### config.mk
export PLATFORM = sky130hd
export DESIGN_NAME = arbitro_escritura
export DESIGN_NICKNAME = d
export VERILOG_FILES = /design/src/rtl/arbitro_escritura.sv
export SDC_FILE = /design/constraint.sdc
export NUM_CORES = 1
export LEC_CHECK = 0
export ABC_CLOCK_PERIOD_IN_PS = 5550
export CAP_MARGIN = 20
export CORE_MARGIN = 2
export CORE_UTILIZATION = 44
export CTS_CLUSTER_DIAMETER = 30
export DETAILED_ROUTE_END_ITERATION = 10
export GPL_TIMING_DRIVEN = 1
export PLACE_DENSITY = 0.79
export SETUP_SLACK_MARGIN = 0.5
export SLEW_MARGIN = 20
export SYNTH_ARGS = -nofsm -noshare
export SYNTH_HDL_FRONTEND = slang
export SYNTH_SLANG_ARGS = --single-unit
### constraint.sdc
create_clock -name Clk -period 5.55 [get_ports Clk]
set_input_delay 1.665 -clock Clk [delete_from_list [all_inputs] [get_ports Clk]]
set_output_delay 1.665 -clock Clk [all_outputs]
set_load 0.01 [all_outputs]
### src/rtl/arbitro_escritura.sv
// arbitro_escritura: round-robin write-back arbiter driving the register-file mux select, address and write enable.
module arbitro_escritura #(
  parameter int ANCHO_DIR = 5
) (
  input  logic                 Clk,
  input  logic                 Rst_n,
  input  logic [2:0]           Req,
  input  logic [ANCHO_DIR-1:0] Dir0,
  input  logic [ANCHO_DIR-1:0] Dir1,
  input  logic [ANCHO_DIR-1:0] Dir2,
  input  logic                 Bloqueo,
  output logic [1:0]           Ctrl,
  output logic [ANCHO_DIR-1:0] Dir_Esc,
  output logic                 We,
  output logic [2:0]           Gnt,
  output logic                 Ocupado
);
  typedef enum logic {REPOSO, ESCRIBE} estado_t;
  estado_t estado, estado_sig;
  logic [1:0] ult, ult_sig, c1, c2, ganador, ctrl_sig;
  logic [2:0] elegible, gnt_sig;
  logic [ANCHO_DIR-1:0] dir_w, dir_sig;
  logic hay, we_sig;
  always_ff @(posedge Clk) begin
    if (!Rst_n) begin
      estado  <= REPOSO;
      ult     <= 2'd2;
      Ctrl    <= 2'b00;
      Dir_Esc <= '0;
      We      <= 1'b0;
      Gnt     <= 3'b000;
    end else begin
      estado  <= estado_sig;
      ult     <= ult_sig;
      Ctrl    <= ctrl_sig;
      Dir_Esc <= dir_sig;
      We      <= we_sig;
      Gnt     <= gnt_sig;
    end
  end
  // The source being written this cycle still holds Req, so it is masked out.
  always_comb begin
    elegible   = Bloqueo ? 3'b000 : Req & ~((estado == ESCRIBE) ? Gnt : 3'b000);
    hay        = |elegible;
    c1         = (ult == 2'd2) ? 2'd0 : ult + 2'd1;
    c2         = (ult == 2'd0) ? 2'd2 : ult - 2'd1;
    ganador    = elegible[c1] ? c1 : elegible[c2] ? c2 : ult;
    estado_sig = hay ? ESCRIBE : REPOSO;
    ult_sig    = hay ? ganador : ult;
  end
  always_comb begin
    dir_w    = (ganador == 2'd0) ? Dir0 : (ganador == 2'd1) ? Dir1 : Dir2;
    ctrl_sig = hay ? ganador : Ctrl;
    dir_sig  = hay ? dir_w : Dir_Esc;
    we_sig   = hay && (dir_w != '0);
    gnt_sig  = hay ? 3'b001 << ganador : 3'b000;
  end
  assign Ocupado = (estado == ESCRIBE);
endmodule

# Word level (Yosys, flattened, before mapping)
# Index checks and enable logic that the tools add are counted.
# classes
shift	1
eq_ne	2
n_reduce_logical	6
magnitude_cmp	2
muxes	13
n_addsub	2
bitwise_logic	2
# ops
op	n
$mux W5	2
$mux W2	4
$lt A2 B3 Y1 const B	2
$mux W3	2
$reduce_bool A5 Y1	1
$bmux W1 S2	2
$logic_not A2 Y1	2
$and A3 B3 Y3	1
$mux W1	3
$not A3 Y3	1
$reduce_or A3 Y1	1
$shl A1 B2 Y3 const A	1
$add A2 B1 Y2 const B	1
$eq A2 B1 Y1 const B	1
$eq A2 B2 Y1 const B	1
$reduce_and A2 Y1	1
$sub A2 B1 Y2 const B	1
$logic_and A1 B1 Y1	1
# totals
regBits	14
output_inout_bits	12
in_bits	21

# Logic depth before layout (Yosys ltp)
# Gate-level depths: netlist (run 1).
# logic_depth
ltp_word	13
mapped_depth	10
ltp_nobuf	10

# Worst setup path after synthesis (run 1)
# No wires, ideal clock.
# synth_path
path_kind	input-to-reg
startpoint	input port Bloqueo
endpoint	register We
setup_slack_ps	2074
setup_ps	120
n_path_buf	0
cell_stages	8
t_arrival_ps	3355
path_cell_list	nand2b_1 nor3_1 o311ai_2 a22oi_4 mux2_1 mux2_2 nor3_2 a21oi_1
# synth_via
elab_chain_len	10
# synth_lines
item	line	rtl
start, declared	11	input logic Bloqueo,
$mux W3 *	43	elegible = Bloqueo ? 3'b000 : Req & ~((estado == ESCRIBE) ? Gnt : 3'b000);
$bmux W1 S2	47	ganador = elegible[c1] ? c1 : elegible[c2] ? c2 : ult;
$mux W1 (not written as such)	47	
$mux W2 (2 in series)	47	
$eq A2 B1 Y1	52	dir_w = (ganador == 2'd0) ? Dir0 : (ganador == 2'd1) ? Dir1 : Dir2;
$mux W5 (2 in series)	52	
$reduce_bool A5 Y1	55	we_sig = hay && (dir_w != '0);
$logic_and A1 B1 Y1 *	55	
end signal, assigned	37	We <= we_sig;
end, declared	14	output logic We,
# Mark *: on every way between the ends. The rest lies on a longest branch, timed or not. The select of a mux whose other input is x is not followed.
# A chain may end at the register's enable or synchronous reset.

# Worst setup path after layout (run 1)
# Same ends and word-level chain as after synthesis.

==> results of run 1 <==
path summary, 6_finish.rpt:
| check | depth (start not counted) | to |
|---|---|---|
| worst max-delay path | 9 | We |
| worst min-delay path | 2 | Dir_Esc[1] |
| worst max register to register | 10 | We |
| worst min register to register | 2 | Dir_Esc[1] |
logic make-up after synthesis:
family	after synthesis	synth area share
adders and majority gates	3	0.0479
buffers and inverters	8	0.0431
DFF	13	0.332
muxes	15	0.207
and+or+nand+nor	32	0.226
AOI/OAI and AO/OA	13	0.144
through the flow:
stage               cells  setup WS, ns  utilization
global route          143          1.62        0.674
floorplan              84          2.07            -
global placement      139          1.53        0.659
CTS                   143          1.73        0.674
detailed placement    139          1.44        0.659
finish                143          1.74        0.674
flip-flops by register name (all words and copies together) (netlist names):
| signal | count |
|---|---|
| ult | 1 |
| Ctrl | 2 |
| Ocupado | 1 |
| Gnt | 3 |
| We | 1 |
| Dir_Esc | 5 |
cell usage after synthesis, drive strengths merged:
library cell	n
a21oi	4
a22oi	1
a311oi	1
and2	2
and3b	1
and4b	1
buf	1
clkbuf	1
dfxtp	13
ha	3
inv	6
mux2	10
mux2i	5
nand2	5
nand2b	2
nand3	1
nand3b	1
nor2	12
nor2b	1
nor3	4
o21a	2
o21ai	1
o311ai	1
o31ai	1
o32a	1
o32ai	1
or3	2
power groups by stage:
stage          clock, µW  combinational [µW]  sequential [µW]
3_5_place_dp           0                 382              146
5_1_grt             65.3                 418              147
2_1_floorplan          0                 261              156
4_1_cts             60.6                 385              144
3_3_place_gp           0                 373              146
6_report            58.4                 382              144
cell type report:
class,count,area share
inverters,6,0.0196
clock buffers,4,0.0228
repair buffers,32,0.278
flip-flops and latches,13,0.226
multi-input cells,63,0.426
well taps,25,0.0272
tightest hold or removal path, stage by stage, from the launching register on:
cell,delay [ns]
dfxtp_1,0.33
mux2i_1,0.06
nor2_1,0.07
routing by layer:
metal | vias up | track usage | wire length, µm
met5 | - | 0 | 0
met4 | 0 | 0.0857 | 40
li1 | 365 | - | -
met3 | 4 | 0.0314 | 98
met2 | 24 | 0.361 | 901
met1 | 335 | 0.202 | 741
==> summary.md, run 1 <==
| Metric | Value |
|---|---|
| Status | finished, final reports clean |
| Final period demand of the worst path | approximately 3.8 ns |
| Final instance area | 1150 µm² |
| Post-detailed-placement half-perimeter wirelength | around 1500 µm |
| Number of register bits inferred by synthesis | 13 |
| Slowest cell on the critical path | clkdlybuf4s50_1 |
| Overall overflow remaining after global route | 0 |
| Data arrival time of the critical path | 3.98 ns |
| Number of instances in the synthesized netlist | 84 |
| Switching part of the total | 0.395 |
| Antenna violations before repair | 0 |
| Post-placement cell area | around 1100 µm² |
| Largest cells by area after synthesis | dfxtp_1, mux2_2, mux2i_1, nor2_1, ha_1 |
| Startpoint types | input port |
| Total of warnings raised by yosys | 0 |
| # clock sinks | 13 |
| Required arrival time at the worst endpoint | roughly 5.7 ns |
| Chip Height | around 46 µm |
| Setup repair after global routing missed its margin | false |
| CP max FO | 8 |
| Avg Cell Area, Syn | roughly 9.3 µm² |
| Total number of vias | roughly 730 |
| # fillers | 134 |
| Clk network pwr share | 0.100 |
| Clock transition at the registers of the reported paths | around 0.08 ns |
| Post-Synthesis Net Count | ~110 |
| Root Buffer Master | clkbuf_4 |
| Footprint of the flip-flops and latches | 260 µm² |
| Worst skew pair latency | around 0.28 ns |
| Maximum clock rate | roughly 260 MHz |
| # DRC | 0 |
| Final setup violating endpoints | 0 |
| Launch point of the worst reg-to-reg path | Ctrl[0] |
| Combined area of the multi-input logic cells | ~490 µm² |
| Delay of the slowest critical-path stage | 0.45 ns |
| Avg WL per Cell | approximately 12 µm |
| Power density cells | a little over 500 nW/µm² |
| 1st-iter DRT viols | 12 |
| Crit path buffers/inverters | 1 |
| Sum of negative setup slack | 0 ns |
| Top Family by Delay on Critical Path | simple AND/OR/NAND/NOR gates |
| Seq pwr share | 0.246 |
| CP endpoint kind | flop |
| Total GRT Usage | 0.191 |
| Launch instance of the worst min-delay path | Dir_Esc[1] |
| Total wire length | 1780 µm |
| Site Rows | 15 |
| Number of hold buffers added after CTS | 0 |
| Wire length of the first global-routing pass | 2940 µm |
| Vias/cell | 5.09 |
| Register-to-register setup slack | about 2.9 ns |
| Crit path kind | in2reg |
| Worst hold slack | 0.502 ns |
| Internal power summed over all cells | 354 µW |
| Transition time at the pin with the least slew margin | slightly below 0.6 ns |
| Cells along the critical path | clkdlybuf4s50_1 -> nand2b_1 -> nor3_1 -> o311ai_2 -> a22oi_4 -> mux2_1 -> mux2_2 -> nor3_2 -> a21oi_1 |
| Fin crit share | 0.686 |
| Clock tree from TritonCTS | yes |
| Pre-antenna DRT Iters | 4 |
| Die footprint | around 2100 µm² |
| Starting density of the core | 0.459 |
| Logic pwr share | 0.654 |
| Floorplan Core Area | between 1500 and 2000 µm² |
| Diodes inserted | 0 |
| Final nets | around 140 |
| Register area share after synthesis | 0.332 |
| Final estimated routing congestion in global placement | approximately 0.90 |
| Switching Power | around 230 µW |
| Relative area change from synthesis to final layout | 46.7% |
| Power after layout | between 500 and 600 µW |
| Distinct cell type count after synthesis | 31 |
| Die width | 46.2 µm |
| Top library cells by usage in the layout, fill and taps aside | clkdlybuf4s50_1, dfxtp_1, nor2_1 |
| Number of max-cap violations | 0 |
| Total I/O pin count | 33 |
| Area share of the largest cell type after synthesis | 0.332 |
| Maximum level of the CTS H-tree | 1 |
| Max Clock Skew | around 0.0064 ns |
| Worst IR drop on VDD | between 200 and 300 µV |
| Number of max-slew violations in the final report | 0 |
| Number of buffers created by CTS | 3 |
| Crit. Startpoint | Bloqueo |
| Count of input and output buffers | 32 |
| Clock Tree Buf Depth | 2 |
| ANT nets after route | 0 |
| Post-Synthesis Cell Area | just under 800 µm² |
| Number of hold violations in the final report | 0 |
| Vias in the first global route | approximately 710 |
| Path type of the worst min-delay path | reg2reg |
| Static leakage | just under 0.0005 µW |
| Most common cell after layout, fill and taps aside | clkdlybuf4s50_1 |
| Post-cts gate resize count | 0 |
| Maximum number of pins on one net before global-route repair | 9 |
| Fraction of layout instances using a drive strength above 1 | 0.144 |
| Number of buffers inserted to repair setup after CTS | 0 |
| Post-synth top area cell | dfxtp_1 |
| Headroom to the max-slew limit | 0.602 |
Note: power is estimated with default switching activity, not from simulation.
==> run 2: changes to the inputs <==
ABC_CLOCK_PERIOD_IN_PS = 3200   (was 5550)
CORE_UTILIZATION = 37   (was 44)
PLACE_DENSITY = 0.71   (was 0.79)
clock period = 3.2 ns   (was 5.55 ns; I/O delays follow)
==> run 2 against run 1 <==
Compared with the run above:
- clock skew decreased by 0.00085 ns
- via count increased by 8.0%
- critical endpoint unchanged
- setup slack got worse by 1.2 ns
- die area increased by 17%
- cell count increased by 4.9%
- hold slack got worse by 0.0036 ns
==> summary.md, run 2 (same netlist as run 1, synthesis figures left out) <==
| Metric | Value |
|---|---|
| Status | finished, final reports clean |
| Pre-antenna DRT Iters | 5 |
| Clock Tree Buf Depth | 2 |
| CP endpoint kind | flop |
| Top library cells by usage in the layout, fill and taps aside | clkdlybuf4s50_1, dfxtp_1, nor2_1 |
| Final setup violating endpoints | 0 |
| Power after layout | about 1200 µW |
| Setup repair after global routing missed its margin | true |
| Worst skew pair latency | 0.27 ns |
| Maximum level of the CTS H-tree | 1 |
| Starting density of the core | 0.396 |
| Maximum clock rate | ~370 MHz |
| Top Registers | Dir_Esc (5), Gnt (3), Ctrl (2) |
| Number of buffers created by CTS | 3 |
| Vias in the first global route | slightly above 800 |
| Post-detailed-placement half-perimeter wirelength | 1560 µm |
| Root Buffer Master | clkbuf_4 |
| Total wire length | approximately 2200 µm |
| Chip Height | ~50 µm |
| Largest register by flop count | Dir_Esc |
| Most common cell after layout, fill and taps aside | clkdlybuf4s50_1 |
| Clock transition at the registers of the reported paths | about 0.08 ns |
| CP max FO | 7 |
| Total number of vias | between 700 and 800 |
| Worst hold slack | approximately 0.50 ns |
| Max reg flops | 5 |
| Data arrival time of the critical path | 2.83 ns |
| Overall overflow remaining after global route | 0 |
| Diodes inserted | 0 |
| Wire length of the first global-routing pass | 3540 µm |
| Power density cells | 973 nW/µm² |
| # DRC | 0 |
| Headroom to the max-slew limit | 0.731 |
| Avg WL per Cell | 14.7 µm |
| Final nets | ~150 |
| # clock sinks | 13 |
| Site Rows | 16 |
| Transition time at the pin with the least slew margin | 0.404 ns |
| ANT nets after route | 0 |
| Launch instance of the worst min-delay path | Dir_Esc[4] |
| Startpoint types | input port |
| Floorplan Core Area | 1980 µm² |
| Number of cells on the worst hold path | 2 |
| Number of hold violations in the final report | 0 |
| Maximum number of pins on one net before global-route repair | 9 |
| Die width | between 50 and 60 µm |
| Clock tree from TritonCTS | yes |
| Die footprint | roughly 2500 µm² |
| Antenna violations before repair | 0 |
| Total I/O pin count | 33 |
| Count of input and output buffers | 32 |
| Max Clock Skew | 0.00553 ns |
| Relative area change from synthesis to final layout | 63.2% |
| Fin crit share | 0.833 |
| 1st-iter DRT viols | 19 |
| Count of cells along the worst register-to-register path | 11 |
| Required arrival time at the worst endpoint | roughly 3.4 ns |
| Worst IR drop on VDD | between 600 and 700 µV |
| Final period demand of the worst path | around 2.7 ns |
| Total GRT Usage | 0.186 |
| Number of max-slew violations in the final report | 0 |
| Static leakage | between 0.0005 and 0.0006 µW |
| Final estimated routing congestion in global placement | between 0.7 and 0.8 |
| Fraction of layout instances using a drive strength above 1 | 0.276 |
| Number of max-cap violations | 0 |
| Number of hold buffers added after CTS | 0 |
| Path type of the worst min-delay path | reg2reg |
| Vias/cell | between 5 and 6 |
| Launch point of the worst reg-to-reg path | ult[1] |
| Crit. Startpoint | Bloqueo |
| Crit path kind | in2reg |
==> run 2: changes by cell type in the layout (fill, tap and decap cells not counted), sizes merged <==
cell	delta
buf	+6
clkdlybuf4s50	-4
clkbuf	+2
dlygate4sd2	+1
==> run 2: cell type report <==
cell class                 count  area [µm²]
timing repair buffer          37         364
tap                           27        33.8
sequential                    13         262
multi-input combinational     63         572
fill                         164         702
inverter                       6        22.5
clock buffer                   4        26.3
==> run 2: final timing paths <==
kind | to | slack (ns)
max | We | 0.53
min | Dir_Esc[4] | 0.50
max reg2reg | We | 0.60
min reg2reg | Dir_Esc[4] | 0.50
==> run 2: routing by layer <==
metal,up-vias,GRT usage,share of wire
met5,-,0,0
met4,0,0.0694,0.0027
met3,2,0.0273,0.046
met2,26,0.360,0.56
met1,383,0.199,0.39
li1,375,-,-
==> run 2: power by group <==
part / internal, µW / leakage (µW) / switching (µW)
Clock: 48.3 / 0.0000150 / 51.1
Combinational: 498 / 0.000444 / 395
Sequential: 220 / 0.000108 / 32.6
==> run 2: through the flow <==
step           instances  area [µm²]  worst slack (ns)  utilization  TNS (ns)
2_1_floorplan         84         790             0.515            -         0
3_3_place_gp         144        1150           -0.0116        0.583   -0.0116
3_5_place_dp         144        1150           -0.0735        0.583    -0.287
4_1_cts              149        1250             0.525        0.629         0
5_1_grt              150        1280             0.488        0.646         0
6_report             150        1280             0.533        0.646         0
==> run 2: timing repair <==
item / 4_1_cts / 5_1_grt
pin swaps: 6 / 7
endpoints found under the setup margin: 6 / 6
buffers inserted: 1 / 1
resized for setup: 18 / 12
==> run 2: critical path, cell delays in order <==
cell and delay [ns]:
buf_8 0.10, nand2b_4 0.15, o32a_1 0.43, o311ai_4 0.11
a22oi_4 0.13, buf_12 0.16, mux2_4 0.29, mux2_4 0.28
nor3_2 0.16, a21oi_1 0.07
